--- config.mk ---
export PLATFORM = sky130hd
export DESIGN_NAME = cordic_rotation_arbiter
export DESIGN_NICKNAME = d
export VERILOG_FILES = /design/src/rtl/cordic_pkg.sv /design/src/rtl/rr_arbiter.sv /design/src/rtl/cordic_rotation_arbiter.sv
export SDC_FILE = /design/constraint.sdc
export NUM_CORES = 1
export LEC_CHECK = 0
export CAP_MARGIN = 20
export CORE_ASPECT_RATIO = 0.75
export CORE_MARGIN = 2
export CORE_UTILIZATION = 25
export CTS_BUF_LIST = sky130_fd_sc_hd__clkbuf_8
export DETAILED_ROUTE_END_ITERATION = 10
export HOLD_SLACK_MARGIN = 0.12
export SLEW_MARGIN = 20
export SYNTH_ARGS = -nofsm -noshare
export SYNTH_HDL_FRONTEND = slang
export SYNTH_SLANG_ARGS = --single-unit
--- constraint.sdc ---
create_clock -name clk -period 6.5 [get_ports clk]
set_clock_uncertainty 0.15 [all_clocks]
set_input_delay 0.65 -clock clk [delete_from_list [all_inputs] [get_ports clk]]
set_output_delay 0.65 -clock clk [all_outputs]
set_load 0.01 [all_outputs]
--- src/rtl/cordic_pkg.sv ---
// Shared constants and tag type for the CORDIC rotation arbiter slice.
// Latency: n/a (package only).
// Backpressure: n/a.
package cordic_pkg;

    // 0x10000 angle units make one full turn (2*pi).
    localparam int CORDIC_ANGLE_FULL  = 32'h0001_0000;
    // Default pipeline depth of the shared rotation core.
    localparam int CORDIC_ROT_LATENCY = 17;
    // Tag id field is sized for the largest supported requester count (8).
    localparam int CORDIC_ID_MAX_W    = 3;

    typedef struct packed {
        logic                       valid;
        logic [CORDIC_ID_MAX_W-1:0] id;
    } cordic_tag_t;

endpackage

--- src/rtl/rr_arbiter.sv ---
// Combinational round-robin arbiter: first asserted request at or after ptr wins.
// Latency: 0 cycles (pure combinational).
// Backpressure: none; the caller gates the grant and advances ptr.
//
// Ports:
//   req   - request vector, one bit per requester
//   ptr   - index with highest priority this cycle
//   grant - one-hot winner, or all zero when no request is asserted
module rr_arbiter #(
    parameter  int NUM_REQ = 4,
    localparam int PTR_W   = (NUM_REQ > 1) ? $clog2(NUM_REQ) : 1
) (
    input  logic [NUM_REQ-1:0] req,
    input  logic [PTR_W-1:0]   ptr,
    output logic [NUM_REQ-1:0] grant
);

    logic found;
    int   idx;

    always_comb begin
        grant = '0;
        found = 1'b0;
        idx   = 0;
        for (int i = 0; i < NUM_REQ; i++) begin
            // Walk the requesters starting at ptr, wrapping modulo NUM_REQ.
            idx = int'(ptr) + i;
            if (idx >= NUM_REQ) begin
                idx = idx - NUM_REQ;
            end
            if (!found && req[idx]) begin
                grant[idx] = 1'b1;
                found      = 1'b1;
            end
        end
    end

endmodule

--- src/rtl/cordic_rotation_arbiter.sv ---
// Shares one pipelined CORDIC rotation core among NUM_REQ requesters with round-robin issue.
// Latency: CORE_LATENCY+2 cycles from handshake to rsp_valid; one issue per cycle.
// Backpressure: pause blocks new grants only; responses have none and must be accepted.
//
// Ports:
//   clk, nreset (synchronous, active-low), pause
//   req_valid/req_ready, req_x/req_y/req_angle (packed, requester k in slice k)
//   core_enable, core_x/core_y/core_angle to the core; core_x_res/core_y_res from it
//   rsp_valid (one-hot), rsp_x/rsp_y/rsp_id shared result bus, busy
// Optional feature (macro CORDIC_ARB_STATS_EN): stats_clear input and
//   grant_count output with one saturating 16-bit grant counter per requester.
module cordic_rotation_arbiter
    import cordic_pkg::*;
#(
    parameter int NUM_REQ      = 4,
    parameter int DATA_WIDTH   = 16,
    parameter int ANGLE_WIDTH  = 20,
    parameter int CORE_LATENCY = CORDIC_ROT_LATENCY,
    parameter int ID_WIDTH     = $clog2(NUM_REQ)
) (
    input  logic                           clk,
    input  logic                           nreset,
    input  logic                           pause,
    input  logic [NUM_REQ-1:0]             req_valid,
    output logic [NUM_REQ-1:0]             req_ready,
    input  logic [NUM_REQ*DATA_WIDTH-1:0]  req_x,
    input  logic [NUM_REQ*DATA_WIDTH-1:0]  req_y,
    input  logic [NUM_REQ*ANGLE_WIDTH-1:0] req_angle,
    output logic                           core_enable,
    output logic [DATA_WIDTH-1:0]          core_x,
    output logic [DATA_WIDTH-1:0]          core_y,
    output logic [ANGLE_WIDTH-1:0]         core_angle,
    input  logic [DATA_WIDTH-1:0]          core_x_res,
    input  logic [DATA_WIDTH-1:0]          core_y_res,
    output logic [NUM_REQ-1:0]             rsp_valid,
    output logic [DATA_WIDTH-1:0]          rsp_x,
    output logic [DATA_WIDTH-1:0]          rsp_y,
    output logic [ID_WIDTH-1:0]            rsp_id,
`ifdef CORDIC_ARB_STATS_EN
    input  logic                           stats_clear,
    output logic [NUM_REQ*16-1:0]          grant_count,
`endif
    output logic                           busy
);

    logic [ID_WIDTH-1:0]    ptr;
    logic [ID_WIDTH-1:0]    ptr_nxt;
    logic [NUM_REQ-1:0]     grant;
    logic                   hs;
    logic [ID_WIDTH-1:0]    win_id;
    logic [DATA_WIDTH-1:0]  win_x;
    logic [DATA_WIDTH-1:0]  win_y;
    logic [ANGLE_WIDTH-1:0] win_angle;

    // issue_tag travels alongside core_x/y/angle; tag_sr then tracks the core pipeline.
    cordic_tag_t issue_tag;
    cordic_tag_t tag_sr [CORE_LATENCY];
    cordic_tag_t exit_tag;
    logic        tags_ahead;

    rr_arbiter #(
        .NUM_REQ (NUM_REQ)
    ) u_rr_arbiter (
        .req   (req_valid),
        .ptr   (ptr),
        .grant (grant)
    );

    assign req_ready = (nreset && !pause) ? grant : '0;
    assign hs        = |(req_valid & req_ready);

    always_comb begin
        win_id    = '0;
        win_x     = '0;
        win_y     = '0;
        win_angle = '0;
        for (int k = 0; k < NUM_REQ; k++) begin
            if (req_ready[k]) begin
                win_id    = ID_WIDTH'(k);
                win_x     = req_x[k*DATA_WIDTH +: DATA_WIDTH];
                win_y     = req_y[k*DATA_WIDTH +: DATA_WIDTH];
                win_angle = req_angle[k*ANGLE_WIDTH +: ANGLE_WIDTH];
            end
        end
    end

    assign ptr_nxt  = (win_id == ID_WIDTH'(NUM_REQ - 1)) ? '0 : win_id + 1'b1;
    assign exit_tag = tag_sr[CORE_LATENCY-1];

    // Any valid tag that will still be inside the pipeline next cycle keeps the core on.
    always_comb begin
        tags_ahead = issue_tag.valid;
        for (int i = 0; i < CORE_LATENCY - 1; i++) begin
            tags_ahead = tags_ahead | tag_sr[i].valid;
        end
    end

    assign busy = core_enable | tags_ahead | exit_tag.valid;

    always_ff @(posedge clk) begin
        if (!nreset) begin
            ptr         <= '0;
            core_enable <= 1'b0;
            core_x      <= '0;
            core_y      <= '0;
            core_angle  <= '0;
            issue_tag   <= '0;
            for (int i = 0; i < CORE_LATENCY; i++) begin
                tag_sr[i] <= '0;
            end
            rsp_valid   <= '0;
            rsp_x       <= '0;
            rsp_y       <= '0;
            rsp_id      <= '0;
        end else begin
            if (hs) begin
                ptr <= ptr_nxt;
            end
            core_x      <= hs ? win_x     : '0;
            core_y      <= hs ? win_y     : '0;
            core_angle  <= hs ? win_angle : '0;
            issue_tag   <= hs ? '{valid: 1'b1, id: CORDIC_ID_MAX_W'(win_id)} : '0;
            tag_sr[0]   <= issue_tag;
            for (int i = 1; i < CORE_LATENCY; i++) begin
                tag_sr[i] <= tag_sr[i-1];
            end
            core_enable <= hs | tags_ahead;
            rsp_valid   <= exit_tag.valid ? (NUM_REQ'(1) << exit_tag.id) : '0;
            if (exit_tag.valid) begin
                rsp_x  <= core_x_res;
                rsp_y  <= core_y_res;
                rsp_id <= exit_tag.id[ID_WIDTH-1:0];
            end
        end
    end

`ifdef CORDIC_ARB_STATS_EN
    logic [15:0] cnt [NUM_REQ];

    always_ff @(posedge clk) begin
        for (int k = 0; k < NUM_REQ; k++) begin
            // Clear wins over a same-cycle increment; counters stick at 0xFFFF.
            if (!nreset || stats_clear) begin
                cnt[k] <= '0;
            end else if (req_valid[k] && req_ready[k] && cnt[k] != 16'hFFFF) begin
                cnt[k] <= cnt[k] + 16'd1;
            end
        end
    end

    always_comb begin
        grant_count = '0;
        for (int k = 0; k < NUM_REQ; k++) begin
            grant_count[k*16 +: 16] = cnt[k];
        end
    end
`endif

endmodule

==> impl_metrics.ini, run 1 <==
[critical_path]
crit_chain = inv_1 -> ha_1 -> mux4_2 -> o21ai_1 -> a32o_2 -> buf_4 -> clkdlybuf4s50_1
cp_max_fo = 55
rrSetupSlack_ns = 2.32
worstPathRequired_ns = 5.70
crit_slowest_cell = clkdlybuf4s50_1
end_kind = output pin
cp_num_buf_inv = 3
crit_type = register to output pin
start_kind = register
cp_top_family = buffers and inverters
critPathMaxStageDelay_ns = 0.67
arrival_ns = 3.93

[clock_tree]
cts_resized = 0
hold_buffers = 0
cts_tree = done
ctsLongestPathBuffers = 2
postCtsSetupBuffers = 0
htree_levels = 4
cts_root_buf = clkbuf_8
clk_latency_ns = 0.43
clk_pin_slew_ns = 0.09
numCtsBuffers = 17
numClockSinks = 147

[cells_and_area]
drive_above_1_share_pct = 10.4
diodes = 0
multi_input_area_sq_mm = 0.00287
area_growth_pct = 66.5
fin_nets = 1186
nFillCells = 2388
seqCellArea_sq_mm = 0.00294

[worst_hold_path]
hp-class = register to register

[die]
rows = 49
fp.coreArea_sq_mm = 0.0240
die_h_um = 140
die-width_um = 185
ios = 343
die_area_sq_mm = 0.0258
initial_core_util_pct = 25.5

[yosys]
synth_ff_type = dfxtp_1
synthesis.instances = 618
yosysTopAreaCell = dfxtp_1
async_flop_share_pct = 0
ys_seq_area_share_pct = 48.0
syn_area_per_cell_sq_um = 9.92
synth_top_area_share_pct = 48.0
synthDistinctLibCells = 44
yosys_warnings = 0
synth_edf_count = 0
synth_area_sq_mm = 0.00613
syn_nets = 870
ys_top_cells_by_count = 147 x dfxtp_1, 93 x nor2_1, 53 x nand2_1, 52 x and2_1, 39 x a221oi_1
synthTopCellsByArea = dfxtp_1 48%, mux2i_1 5.9%, nor2_1 5.7%, a221oi_1 5.6%, and2_1 5.3%
ys_ff_latch = 147
synth.most_common_cell = dfxtp_1

[sta]
finalHoldViolCount = 0
whs_ns = 0.287
finalCritPeriodShare_pct = 72.8
rsz0062_at_grt = no
timing.fmax_ghz = 0.211
finalSetupViolCount = 0
period_needed_ns = 4.73
finalMaxSlewViolations = 0
max_slew_margin_pct = 27.6
tightest_slew_ns = 1.09
setup-tns-final_ns = 0

[drt]
firstDrtPassIters = 6
drt-wirelength-per-cell_um = 16.8
vias_per_cell = 4.53
drt_iter0_drc = 194
ant_nets = 0
via_count = 5787
drc_errors = 0
wirelength_um = 21500

[pwr]
leakagePower_nw = 3.53
cellPowerDensity_mw_per_mm2 = 267
irDropWorstVdd_v = 0.000141

[place]
place_congestion = 0.817
dp_hpwl_um = 15800
io_buffer_count = 342

[flow_run]
maxCapViolations = 0

[global_route]
grt_pass1_vias = 5864
track_usage_pct = 16.5
antenna_found_initial = 0
grt-ovfl-total = 0
grt_max_degree = 58
grt_first_pass_wirelength_um = 32400

[run_status]
status = finished clean
worst reg2reg max path: stages (launching register included):
cell and delay (ns):
dfxtp_1 0.52, inv_1 0.14, ha_1 0.46, mux4_2 0.63
nand2b_1 0.21, o21ai_2 0.35, and3_2 0.79, buf_4 0.45
a221oi_1 0.15, a211oi_2 0.26
final timing paths:
check | cells after the start | endpoint | startpoint
setup / recovery | 7 | req_ready[2] | ptr[0]
hold / removal | 1 | tag_sr[0][57] | tag_sr[0][53]
setup reg to reg | 9 | core_angle[10] | ptr[0]
hold reg to reg | 1 | tag_sr[0][57] | tag_sr[0][53]
routing by layer:
metal	track usage [%]	vias to the layer above	share of wire, %
met2	29.2	260	49
met1	18.1	2687	39
met3	6.96	17	11
li1	-	2823	-
met5	0	-	0
met4	4.39	0	1.2
state kept, by name, indices dropped and copies added (netlist names):
register,flops
rsp_y,16
tag_sr,51
core_enable,1
ptr,2
core_y,16
rsp_valid,4
core_x,16
rsp_id,2
core_angle,20
issue_tag,3
rsp_x,16
area by class of cell:
| type | instances | share of cell area, % |
|---|---|---|
| repair buffers | 350 | 34.3 |
| flip-flops and latches | 147 | 28.8 |
| multi-input cells | 411 | 28.1 |
| inverters | 7 | 0.257 |
| well taps | 331 | 4.06 |
| clock inverters | 14 | 2.14 |
| clock buffers | 17 | 2.29 |
report_power, final:
group          total (mW)  internal (mW)  leakage, nW  switching [mW]
registers           0.986          0.959         1.19          0.0277
logic               0.917          0.437         2.12           0.480
clock network       0.820          0.433        0.230           0.387
total                2.72           1.83         3.53           0.895
per-stage QoR:
stage	std cells	power (mW)	setup WS, ns	util [%]	cell area (sq um)
floorplan	618	1.56	2.99	-	6130
global placement	1245	1.93	1.99	40.5	9730
detailed placement	1245	1.94	1.94	40.5	9730
CTS	1276	2.78	1.75	42.4	10200
global route	1277	2.89	1.57	42.5	10200
finish	1277	2.72	1.77	42.5	10200
layout by cell type, fill, tap and decap left out, types with 2 or more instances in the layout:
master	n
and2_1	52
inv_1	4
a211oi_1	31
inv_8	3
o22ai_1	2
a221oi_1	39
a21oi_1	6
a32oi_1	3
nand2b_1	6
inv_2	2
or3b_2	2
mux2i_1	36
clkdlybuf4s50_1	342
a22oi_1	4
and3_2	2
nand2_1	53
mux4_2	4
buf_4	7
inv_6	4
dfxtp_1	146
a211oi_2	21
nor2_1	93
o21ai_1	4
ha_1	5
nor2b_1	7
a221oi_2	12
nor4_1	4
bufinv_16	4
clkbuf_8	17
nand2_2	10
or3_1	2
logic make-up after synthesis:
group                      count (synthesis)  share of synthesized area (%)
and+or+nand+nor                          238                           18.7
DFF                                      147                           48.0
AOI/OAI and AO/OA                        128                           19.5
buffers and inverters                     60                           5.45
muxes                                     40                           7.35
adders and majority gates                  5                           1.02
(Power assumes the default switching activity.)
==> inputs of run 2 (changes only) <==
==> constraint.sdc (replaced) <==
create_clock -name clk -period 3.8 [get_ports clk]
set_clock_uncertainty 0.15 [all_clocks]
set_input_delay 0.38 -clock clk [delete_from_list [all_inputs] [get_ports clk]]
set_output_delay 0.38 -clock clk [all_outputs]
set_load 0.01 [all_outputs]
==> run 2 against run 1 <==
Effect of this change:
- sequential power rose by 70%
- clock-buffer cell count stayed put
- cell area is 0.69% higher
- final cell count is 1.0% higher
- routed wire length grew 0.63%
- core utilization rose by 0.29 points
==> impl_metrics.ini, run 2 (same netlist as run 1, synthesis figures left out) <==
[pwr]
cellPowerDensity_mw_per_mm2 = 446
irDropWorstVdd_v = 0.000168
leakagePower_nw = 3.59

[cells_and_area]
nFillCells = 2403
final_cell_mix = 341 x clkdlybuf4s50_1, 145 x dfxtp_1, 93 x nor2_1
regMostFlops = tag_sr
layout_commonest_cell = clkdlybuf4s50_1
area_growth_pct = 67.7
largest_register_ffs = 51
fin_nets = 1197
reg.largest.list = tag_sr x51, core_angle x20
drive_above_1_share_pct = 11.7

[flow_run]
maxCapViolations = 0

[clock_tree]
hold_buffers = 0
numCtsBuffers = 17
cts_tree = done
numClockSinks = 147
cts_root_buf = clkbuf_8
htree_levels = 4
ctsLongestPathBuffers = 2
clk_pin_slew_ns = 0.10
clk_latency_ns = 0.45

[sta]
finalWorstSetupSlack_ns = 0.163
finalCritPeriodShare_pct = 95.7
tightest_slew_ns = 0.653
period_needed_ns = 3.64
max_slew_margin_pct = 56.5
finalMaxSlewViolations = 0
finalSetupViolCount = 0
timing.fmax_ghz = 0.275
rsz0062_at_grt = no
setup-tns-final_ns = 0
finalHoldViolCount = 0

[drt]
drc_errors = 0
ant_nets = 0
firstDrtPassIters = 4
vias_per_cell = 4.51
wirelength_um = 21600
drt_iter0_drc = 198
via_count = 5822
drt-wirelength-per-cell_um = 16.7

[global_route]
grt-ovfl-total = 0
grt_max_degree = 57
grt_first_pass_wirelength_um = 32100
track_usage_pct = 16.5
grtUsageMet1_pct = 18.5
grt.busiest_layer = met2
grtUsageMet2_pct = 28.3
antenna_found_initial = 1
gr-usage-met3_pct = 6.12
grt_pass1_vias = 5809

[die]
initial_core_util_pct = 25.5
die-width_um = 185
rows = 49
die_area_sq_mm = 0.0258
die_h_um = 140
fp.coreArea_sq_mm = 0.0240
ios = 343

[place]
place_ws_ns = 0.178
io_buffer_count = 342
place_congestion = 0.835
dp_hpwl_um = 15900

[worst_hold_path]
hp-class = register to register

[critical_path]
critPathMaxStageDelay_ns = 0.61
end_kind = output pin
arrival_ns = 3.11
cp_max_fo = 8
start_kind = register
worstPathRequired_ns = 3.27
crit_slowest_cell = clkdlybuf4s50_1
crit_chain = inv_1 -> ha_2 -> mux4_2 -> nand2b_1 -> o21ai_2 -> clkdlybuf4s50_1
crit_type = register to output pin

[run_status]
status = finished clean
[run 2: cell count changes in the layout (fill, tap and decap cells not counted), moves of 2 or more]
cell,previous run,this run
clkinv_4,1,3
bufinv_16,4,0
clkinv_8,1,4
inv_6,4,1
buf_4,7,16
inv_8,3,5
buf_12,0,3
[run 2: final cells by class]
class	instances	area (sq um)	share of cell area, %
Timing Repair Buffer	361	3610	35.1
Antenna cell	1	2.50	0.0243
Clock inverter	15	180	1.75
Clock buffer	17	234	2.28
Sequential cell	147	2950	28.6
Inverter	7	26.3	0.256
Tap cell	331	414	4.03
Multi-Input combinational cell	411	2870	27.9
[run 2: worst paths after layout]
check | from | slack, ns | cells after the start | endpoint
max reg2reg | ptr[1] | 0.22 | 11 | core_y[15]
max | ptr[1] | 0.16 | 6 | req_ready[1]
min | tag_sr[0][53] | 0.28 | 1 | tag_sr[0][57]
min reg2reg | tag_sr[0][53] | 0.28 | 1 | tag_sr[0][57]
[run 2: worst max-delay path: cells and delay by family (launching register included)]
kind / cells / cell delay (ns)
buf+inv: 2 / 0.72
mux: 1 / 0.60
fa+ha+maj: 1 / 0.43
flops: 1 / 0.40
compound gates: 1 / 0.31
simple gates: 1 / 0.21
[run 2: layer usage]
layer,routed length (um),vias to the layer above
li1,-,2845
met1,8720,2709
met4,460,0
met3,2000,32
met2,10400,236
met5,0,-
[run 2: power breakdown]
group	leakage (nW)	total (mW)	internal, mW	switching, mW
Sequential	1.19	1.68	1.64	0.0366
Combinational	2.20	1.66	0.806	0.852
Clock	0.204	1.25	0.508	0.739
Total	3.59	4.58	2.96	1.63
[run 2: repair_timing]
action,4_1_cts,5_1_grt
endpoints found under the setup margin,3,1
gates resized for setup,2,1
pin swaps,1,0
cloned,0,0
buffers inserted,1,0
[run 2: per-stage QoR]
| stage | total power, mW | hold WS [ns] | cell area, sq um | util [%] | cells |
|---|---|---|---|---|---|
| floorplan | 2.68 | 0.262 | 6130 | - | 618 |
| global placement | 3.38 | 0.264 | 9850 | 41.0 | 1256 |
| detailed placement | 3.38 | 0.268 | 9850 | 41.0 | 1256 |
| CTS | 4.67 | 0.279 | 10300 | 42.8 | 1289 |
| global route | 4.85 | 0.285 | 10300 | 42.8 | 1290 |
| finish | 4.58 | 0.277 | 10300 | 42.8 | 1290 |
